==> config.mk <==
export PLATFORM = sky130hd
export DESIGN_NAME = vram_arbiter
export DESIGN_NICKNAME = d
export VERILOG_FILES = /design/src/rtl/vram_arbiter.sv
export SDC_FILE = /design/constraint.sdc
export NUM_CORES = 1
export LEC_CHECK = 0
export CAP_MARGIN = 20
export CORE_MARGIN = 2
export CORE_UTILIZATION = 43
export DETAILED_ROUTE_END_ITERATION = 16
export GPL_ROUTABILITY_DRIVEN = 0
export GPL_TIMING_DRIVEN = 0
export HOLD_SLACK_MARGIN = 0.15
export PLACE_DENSITY = 0.85
export SKIP_LAST_GASP = 1
export SYNTH_ARGS = -nofsm -noshare
export SYNTH_HDL_FRONTEND = slang
export SYNTH_SLANG_ARGS = --single-unit
==> constraint.sdc <==
create_clock -name clk -period 3.9 [get_ports clk]
set_input_delay 0.585 -clock clk [delete_from_list [all_inputs] [get_ports clk]]
set_output_delay 0.585 -clock clk [all_outputs]
set_load 0.01 [all_outputs]
==> src/rtl/vram_arbiter.sv <==
// -----------------------------------------------------------------------------
// vram_arbiter
//   Shares one single-port video RAM (16-bit word, two byte banks: bank0 = [7:0],
//   bank1 = [15:8]) between the 6502 bus (byte reads/writes) and the video
//   scan-out fetcher (16-bit word reads).
//
//   Video normally wins arbitration. A wait counter bounds how many consecutive
//   cycles a pending CPU request may lose to video; once it reaches MAX_WAIT the
//   CPU is forced through for one cycle. MAX_WAIT = 0 means the CPU always wins.
//
//   Two-stage operation:
//     ISSUE  (cycle N)   : grant decided combinationally, ram_* registered.
//     RETURN (cycle N+1) : cpu_ack / vid_valid pulse, read data from ram_rdata.
//   The RAM presents ram_rdata for the registered ram_addr during the RETURN
//   cycle, so the read data outputs pass ram_rdata through in that cycle and
//   hold the captured value afterwards.
//
// Ports
//   clk, rst_n            system clock, asynchronous active-low reset
//   cpu_req/we/addr/wdata CPU byte request (level, held until cpu_ack);
//                         cpu_addr[0] selects the bank, [AW:1] the word
//   cpu_rdata, cpu_ack    read byte and one-cycle completion pulse
//   vid_req, vid_addr     video word request (level) and word address
//   vid_gnt               video request accepted this cycle (combinational)
//   vid_rdata, vid_valid  video word and one-cycle valid pulse (gnt + 1)
//   ram_addr/we/wdata     registered RAM controls (per-bank write enables)
//   ram_rdata             RAM read word for the address issued last cycle
// -----------------------------------------------------------------------------
module vram_arbiter #(
  parameter int AW       = 14,
  parameter int MAX_WAIT = 3
) (
  input  logic          clk,
  input  logic          rst_n,
  input  logic          cpu_req,
  input  logic          cpu_we,
  input  logic [AW:0]   cpu_addr,
  input  logic [7:0]    cpu_wdata,
  output logic [7:0]    cpu_rdata,
  output logic          cpu_ack,
  input  logic          vid_req,
  input  logic [AW-1:0] vid_addr,
  output logic          vid_gnt,
  output logic [15:0]   vid_rdata,
  output logic          vid_valid,
  output logic [AW-1:0] ram_addr,
  output logic [1:0]    ram_we,
  output logic [15:0]   ram_wdata,
  input  logic [15:0]   ram_rdata
);

  localparam int WCW = (MAX_WAIT < 1) ? 1 : $clog2(MAX_WAIT + 1);
  localparam logic [WCW-1:0] WAIT_MAX = WCW'(MAX_WAIT);

  // Per-bank write enable for a byte write: odd byte address -> bank1.
  function automatic logic [1:0] lane_we(input logic sel);
    return sel ? 2'b10 : 2'b01;
  endfunction

  // Byte extraction from a RAM word, same bank mapping as lane_we.
  function automatic logic [7:0] lane_rd(input logic [15:0] word, input logic sel);
    return sel ? word[15:8] : word[7:0];
  endfunction

  logic [WCW-1:0] wait_cnt;
  logic           cpu_busy;

  logic           cpu_pend_p0;
  logic           wait_full_p0;
  logic           cpu_gnt_p0;
  logic           vid_gnt_p0;

  logic           cpu_rd_p1;
  logic           cpu_sel_p1;
  logic           vld_p1;
  logic           cpu_rd_vld_p1;

  logic [7:0]     cpu_rdata_q;
  logic [15:0]    vid_rdata_q;

  // ---- ISSUE stage: arbitration ----
  // cpu_busy is high exactly in the CPU RETURN cycle, so a cpu_req still held
  // during the ack cycle is not seen as a new request. Grants are gated with
  // rst_n so vid_gnt reads 0 while reset is asserted.
  always_comb begin
    cpu_pend_p0  = cpu_req & ~cpu_busy;
    wait_full_p0 = (wait_cnt == WAIT_MAX);
    cpu_gnt_p0   = rst_n & cpu_pend_p0 & (~vid_req | wait_full_p0);
    vid_gnt_p0   = rst_n & vid_req & ~cpu_gnt_p0;
  end

  always_ff @(posedge clk or negedge rst_n) begin
    if (!rst_n) begin
      wait_cnt <= '0;
    end else if (!cpu_req || cpu_gnt_p0) begin
      wait_cnt <= '0;
    end else if (cpu_pend_p0 && vid_gnt_p0 && !wait_full_p0) begin
      wait_cnt <= wait_cnt + WCW'(1);
    end
  end

  // RAM controls. ram_addr holds when idle; ram_wdata only changes on writes.
  always_ff @(posedge clk or negedge rst_n) begin
    if (!rst_n) begin
      ram_addr  <= '0;
      ram_we    <= 2'b00;
      ram_wdata <= '0;
    end else if (cpu_gnt_p0) begin
      ram_addr <= cpu_addr[AW:1];
      ram_we   <= cpu_we ? lane_we(cpu_addr[0]) : 2'b00;
      if (cpu_we) begin
        ram_wdata <= {cpu_wdata, cpu_wdata};
      end
    end else if (vid_gnt_p0) begin
      ram_addr <= vid_addr;
      ram_we   <= 2'b00;
    end else begin
      ram_we   <= 2'b00;
    end
  end

  // ---- RETURN stage: completion flags and read data ----
  always_ff @(posedge clk or negedge rst_n) begin
    if (!rst_n) begin
      cpu_busy   <= 1'b0;
      cpu_rd_p1  <= 1'b0;
      cpu_sel_p1 <= 1'b0;
      vld_p1     <= 1'b0;
    end else begin
      cpu_busy  <= cpu_gnt_p0;
      cpu_rd_p1 <= cpu_gnt_p0 & ~cpu_we;
      vld_p1    <= vid_gnt_p0;
      if (cpu_gnt_p0) begin
        cpu_sel_p1 <= cpu_addr[0];
      end
    end
  end

  assign cpu_rd_vld_p1 = cpu_busy & cpu_rd_p1;

  // Held copies so the read outputs keep the last returned value; CPU writes
  // never touch cpu_rdata_q.
  always_ff @(posedge clk or negedge rst_n) begin
    if (!rst_n) begin
      cpu_rdata_q <= '0;
      vid_rdata_q <= '0;
    end else begin
      if (cpu_rd_vld_p1) begin
        cpu_rdata_q <= lane_rd(ram_rdata, cpu_sel_p1);
      end
      if (vld_p1) begin
        vid_rdata_q <= ram_rdata;
      end
    end
  end

  always_comb begin
    vid_gnt   = vid_gnt_p0;
    cpu_ack   = cpu_busy;
    vid_valid = vld_p1;
    cpu_rdata = cpu_rd_vld_p1 ? lane_rd(ram_rdata, cpu_sel_p1) : cpu_rdata_q;
    vid_rdata = vld_p1 ? ram_rdata : vid_rdata_q;
  end

endmodule
; ---- Yosys cells after proc, flatten, opt, wreduce, memory -nomap -nowiden
; Cells that the tools add are included.
[totals]
output_inout_bits = 59
elab_cells = 42
input_bits = 58
reg_bits = 62
[op_classes]
add_sub_neg = 1
bitwise = 12
n_mux = 10
n_eq_ne = 1
n_reduce_logical = 8
[ops]
columns = cell, n
row1 = 14-bit 2-to-1 mux, 2
row2 = 16-bit 2-to-1 mux, 1
row3 = 8-bit 2-to-1 mux, 2
row4 = 2-bit 2-to-1 mux, 5
row5 = 1-bit AND, 7
row6 = 1-bit NOT, 4
row7 = 2-bit nonzero test, 2
row8 = 2-bit by 1-bit adder with 2-bit output (second input constant), 1
row9 = 2-bit equality test (second input constant), 1
row10 = 1-bit logical AND, 2
row11 = 1-bit zero test, 2
row12 = 2-bit AND reduction, 1
row13 = 1-bit logical OR, 1
row14 = 1-bit OR, 1

; ---- Logic depth before layout (Yosys ltp)
[logic_depth]
word_depth = 10
mapped_depth = 7
depth_no_buf = 6

; ---- Worst setup path after synthesis
; Ideal clock, no wire load.
[synth_path]
kind = reg2out
from = register wait_cnt[0]
to = output vid_gnt
path_buffers = 1
arrival_ns = 1.321
required_time_ns = 3.315
setup_slack_ns = 1.994
stages_incl_launch_ff = 6
path_cell_list = dfrtp_1 ha_1 nand2b_1 nand3_4 buf_2 and3_1
[synth_via]
elab_chain_len = 5
[synth_lines]
columns = element, line
row1 = from (decl), 65  ; logic [WCW-1:0] wait_cnt;
row2 = from (signal assigned), 98  ; wait_cnt <= wait_cnt + WCW'(1);
row3 = 2-bit equality test, 87  ; wait_full_p0 = (wait_cnt == WAIT_MAX);
row4 = 1-bit OR, 88  ; cpu_gnt_p0 = rst_n & cpu_pend_p0 & (~vid_req | wait_full_p0);
row5 = 1-bit AND, 88
row6 = 1-bit NOT, 89  ; vid_gnt_p0 = rst_n & vid_req & ~cpu_gnt_p0;
row7 = 1-bit AND, 89
row8 = to (decl), 43  ; output logic vid_gnt,
; No other way between the ends.

; ---- Worst setup path after layout
[layout_path]
from = input vid_req
to = output vid_gnt
[layout_via]
elab_chain_len = 5
elab_cells_between_ends = 6
cone_classes = bitwise (6)
[layout_lines]
columns = element, line
row1 = from (decl), 41  ; input logic vid_req,
row2 = 1-bit NOT, 88
row3 = 1-bit OR, 88
row4 = 1-bit AND, 88
row5 = 1-bit NOT, 89
row6 = 1-bit AND (*), 89
; Mark *: on every way between the ends. The rest lies on a longest branch, timed or not.

==> out/metrics.yaml <==
synth:
  synthTopCellsByArea: "dfrtp_1 58%, mux2_2 7.7%, mux2_4 5.2%"
  synth_cells: 198
  yosysUniqueCellTypes: 24
  synthesis.area_mm2: 0.002330
  ys_warn_count: 0
  synth-seq-area-share_pct: 58.00
  synth_seq_cells: 54
  synth_nets: 257
  synth_largest_area_cell: "dfrtp_1"
  synth_top_area_share_pct: 58.00
  synth_area_per_cell_um2: 11.77
final_layout:
  antennaDiodeCount: 0
  multi_input_comb_area_um2: 850.8
  drive_gt1_share_pct: 17.03
  fin_util_pct: 71.60
  seq_area_mm2: 0.001351
  fin_area_mm2: 0.003704
  final_nets: 381
  syn2layout_area_growth_pct: 58.97
  fillers: 388
  fin_cells: 393
timing:
  drv_slew: 0
  setup_violations: 0
  fin_crit_sh_pct: 76.80
  fin_worst_skew_ns: 0.01029
  rsz0062_at_grt: "false"
  worstMarginPinSlew_ns: 0.4153
  tns_ns: 0
  timing.final.ws_setup_ns: 0.9050
  finalHoldViolations: 0
  holdWs_ns: 0.1997
  slew_headroom_pct: 72.32
  fmax_ghz: 0.3339
  period_needed_ns: 2.995
run_status:
  status: "complete, no violations"
global_route:
  antenna_found_initial: 0
  grt_pass1_wl_um: 9142
  grt_pass1_vias: 1933
  gr-total-overflow: 0
  grt_use_total_pct: 19.36
  grt_max_degree: 43
pwr:
  p_leak_nw: 1.602
  power_mw: 1.572
  power_density_mw_per_mm2: 424.5
  ir_drop_mv: 0.2258
critical_path:
  cpPeakStageDelay_ns: 0.54
  crit_path_max_fanout: 10
  critPathSlowestCell: "clkdlybuf4s50_1"
  crit_chain: "clkdlybuf4s50_1 -> nand2b_1 -> nand3_4 -> buf_2 -> and3_1 -> clkdlybuf4s50_1"
  worstSetupPathType: "in2out"
  crit_path_end_kind: "output port"
  crit_required_ns: 3.31
  crit_top_cell: "clkdlybuf4s50_1"
  crit_arrival_ns: 2.41
  cpLargestDelayFamily: "buffers and inverters"
  worstSetupStartpointType: "primary input"
  worstPathBufferInverterCount: 3
floorplanning:
  die_w_um: 77.61
  initial_core_util_pct: 45.04
  rows: 26
  die_y_um: 77.61
  ioPinCount: 117
  coreArea_mm2: 0.005172
  die_area_mm2: 0.006023
drt:
  vias: 1872
  routed_wl_um: 5539
  antenna_left: 0
  drc: 0
  drtPass1Iterations: 4
  wl_per_cell_um: 14.09
  viasPerCell: 4.763
  first_iter_violations: 32
clock_network:
  clk_pin_slew_ns: 0.10
  clockRootBuffer: "clkbuf_8"
  cts_setup_buffers: 0
  clock_path_buffers: 2
  cts_inserted_buffers: 5
  htree_levels: 2
  clk-insertion-delay-late_ns: 0.31
  cts_hold_buf: 0
  cts_resized: 0
  clock_sinks: 54
  cts_tree: "done"
placed_design:
  pre_cts_ws_ns: 0.8995
  place_inst: 385
  placed_cell_area_mm2: 0.003593
  numPortBuffers: 116
  dp_hpwl_um: 4326
flow_run:
  drv_cap: 0
min_path:
  hold_class: "in2async"
report_power, final:
group          switching, mW  internal, mW
sequential            0.0378         0.642
combinational          0.194         0.327
clock                  0.180         0.192
synthesized netlist by cell type:
master,instances
a21oi_1,9
a22oi_1,1
a31oi_1,14
and2_1,1
and3_1,2
buf_2,7
buf_4,9
buf_6,1
clkbuf_2,1
dfrtp_1,54
ha_1,1
inv_6,1
mux2_2,16
mux2_4,8
mux2i_1,8
nand2_1,31
nand2_8,1
nand2b_1,2
nand3_4,1
nor2_1,25
nor2b_1,2
nor2b_4,1
nor3_1,1
o21a_1,1
registers in the layout (all words and copies together), names as in the netlist:
register,flops
ram_addr,14
cpu_rd_p1,1
cpu_ack,1
cpu_rdata_q,8
vid_valid,1
cpu_sel_p1,1
wait_cnt,2
vid_rdata_q,16
ram_wdata,8
ram_we,2
final cells by class:
| cell class | instances | share of cell area, % |
|---|---|---|
| Sequential cell | 54 | 36.49 |
| Tap cell | 70 | 2.365 |
| Timing Repair Buffer | 117 | 31.76 |
| Inverter | 1 | 0.2365 |
| Buffer | 18 | 3.209 |
| Multi-Input combinational cell | 125 | 22.97 |
| Clock buffer | 6 | 1.959 |
| Clock inverter | 2 | 1.014 |
cell families after synthesis:
logic type	synth area share (%)
flip-flops	58.00
adder cells (fa/ha/maj)	0.5370
buffers and inverters	5.477
multiplexers	16.33
AND/OR/NAND/NOR	13.32
AO/OA/AOI/OAI	6.337
layout by cell type (no fill, tap or decap), drive strengths merged:
cell type and instances:
bufinv 1, and3 2, mux2i 8, nor2b 3, nand2b 2, o21a 1
clkbuf 7, a31oi 14, and2 1, nor2 25, buf 19, a22oi 1
inv 1, clkdlybuf4s50 115, dfrtp 54, a21oi 9, nand2 32, nand3 1
mux2 24, clkinvlp 1, ha 1, nor3 1
per-layer routing:
metal,global-route usage (%),vias to the layer above,part of all wire (%)
met1,21.72,880,40
met5,0,-,0
met3,6.628,8,8.6
met4,6.071,0,1.1
met2,34.40,79,50
li1,-,905,-
worst paths after layout:
| check | startpoint | endpoint | slack (ns) | depth (start not counted) |
|---|---|---|---|---|
| max in group asynchronous | rst_n | ram_wdata[9] | 3.15 | 2 |
| setup reg to reg | wait_cnt[0] | ram_wdata[12] | 2.27 | 6 |
| hold reg to reg | vid_rdata_q[7] | vid_rdata_q[7] | 0.50 | 1 |
| setup / recovery | vid_req | vid_gnt | 0.90 | 6 |
| hold / removal | rst_n | vid_rdata_q[14] | 0.20 | 1 |
| min in group clk | vid_rdata_q[7] | vid_rdata_q[7] | 0.50 | 1 |
No activity file was read; power rests on OpenSTA's default activity.
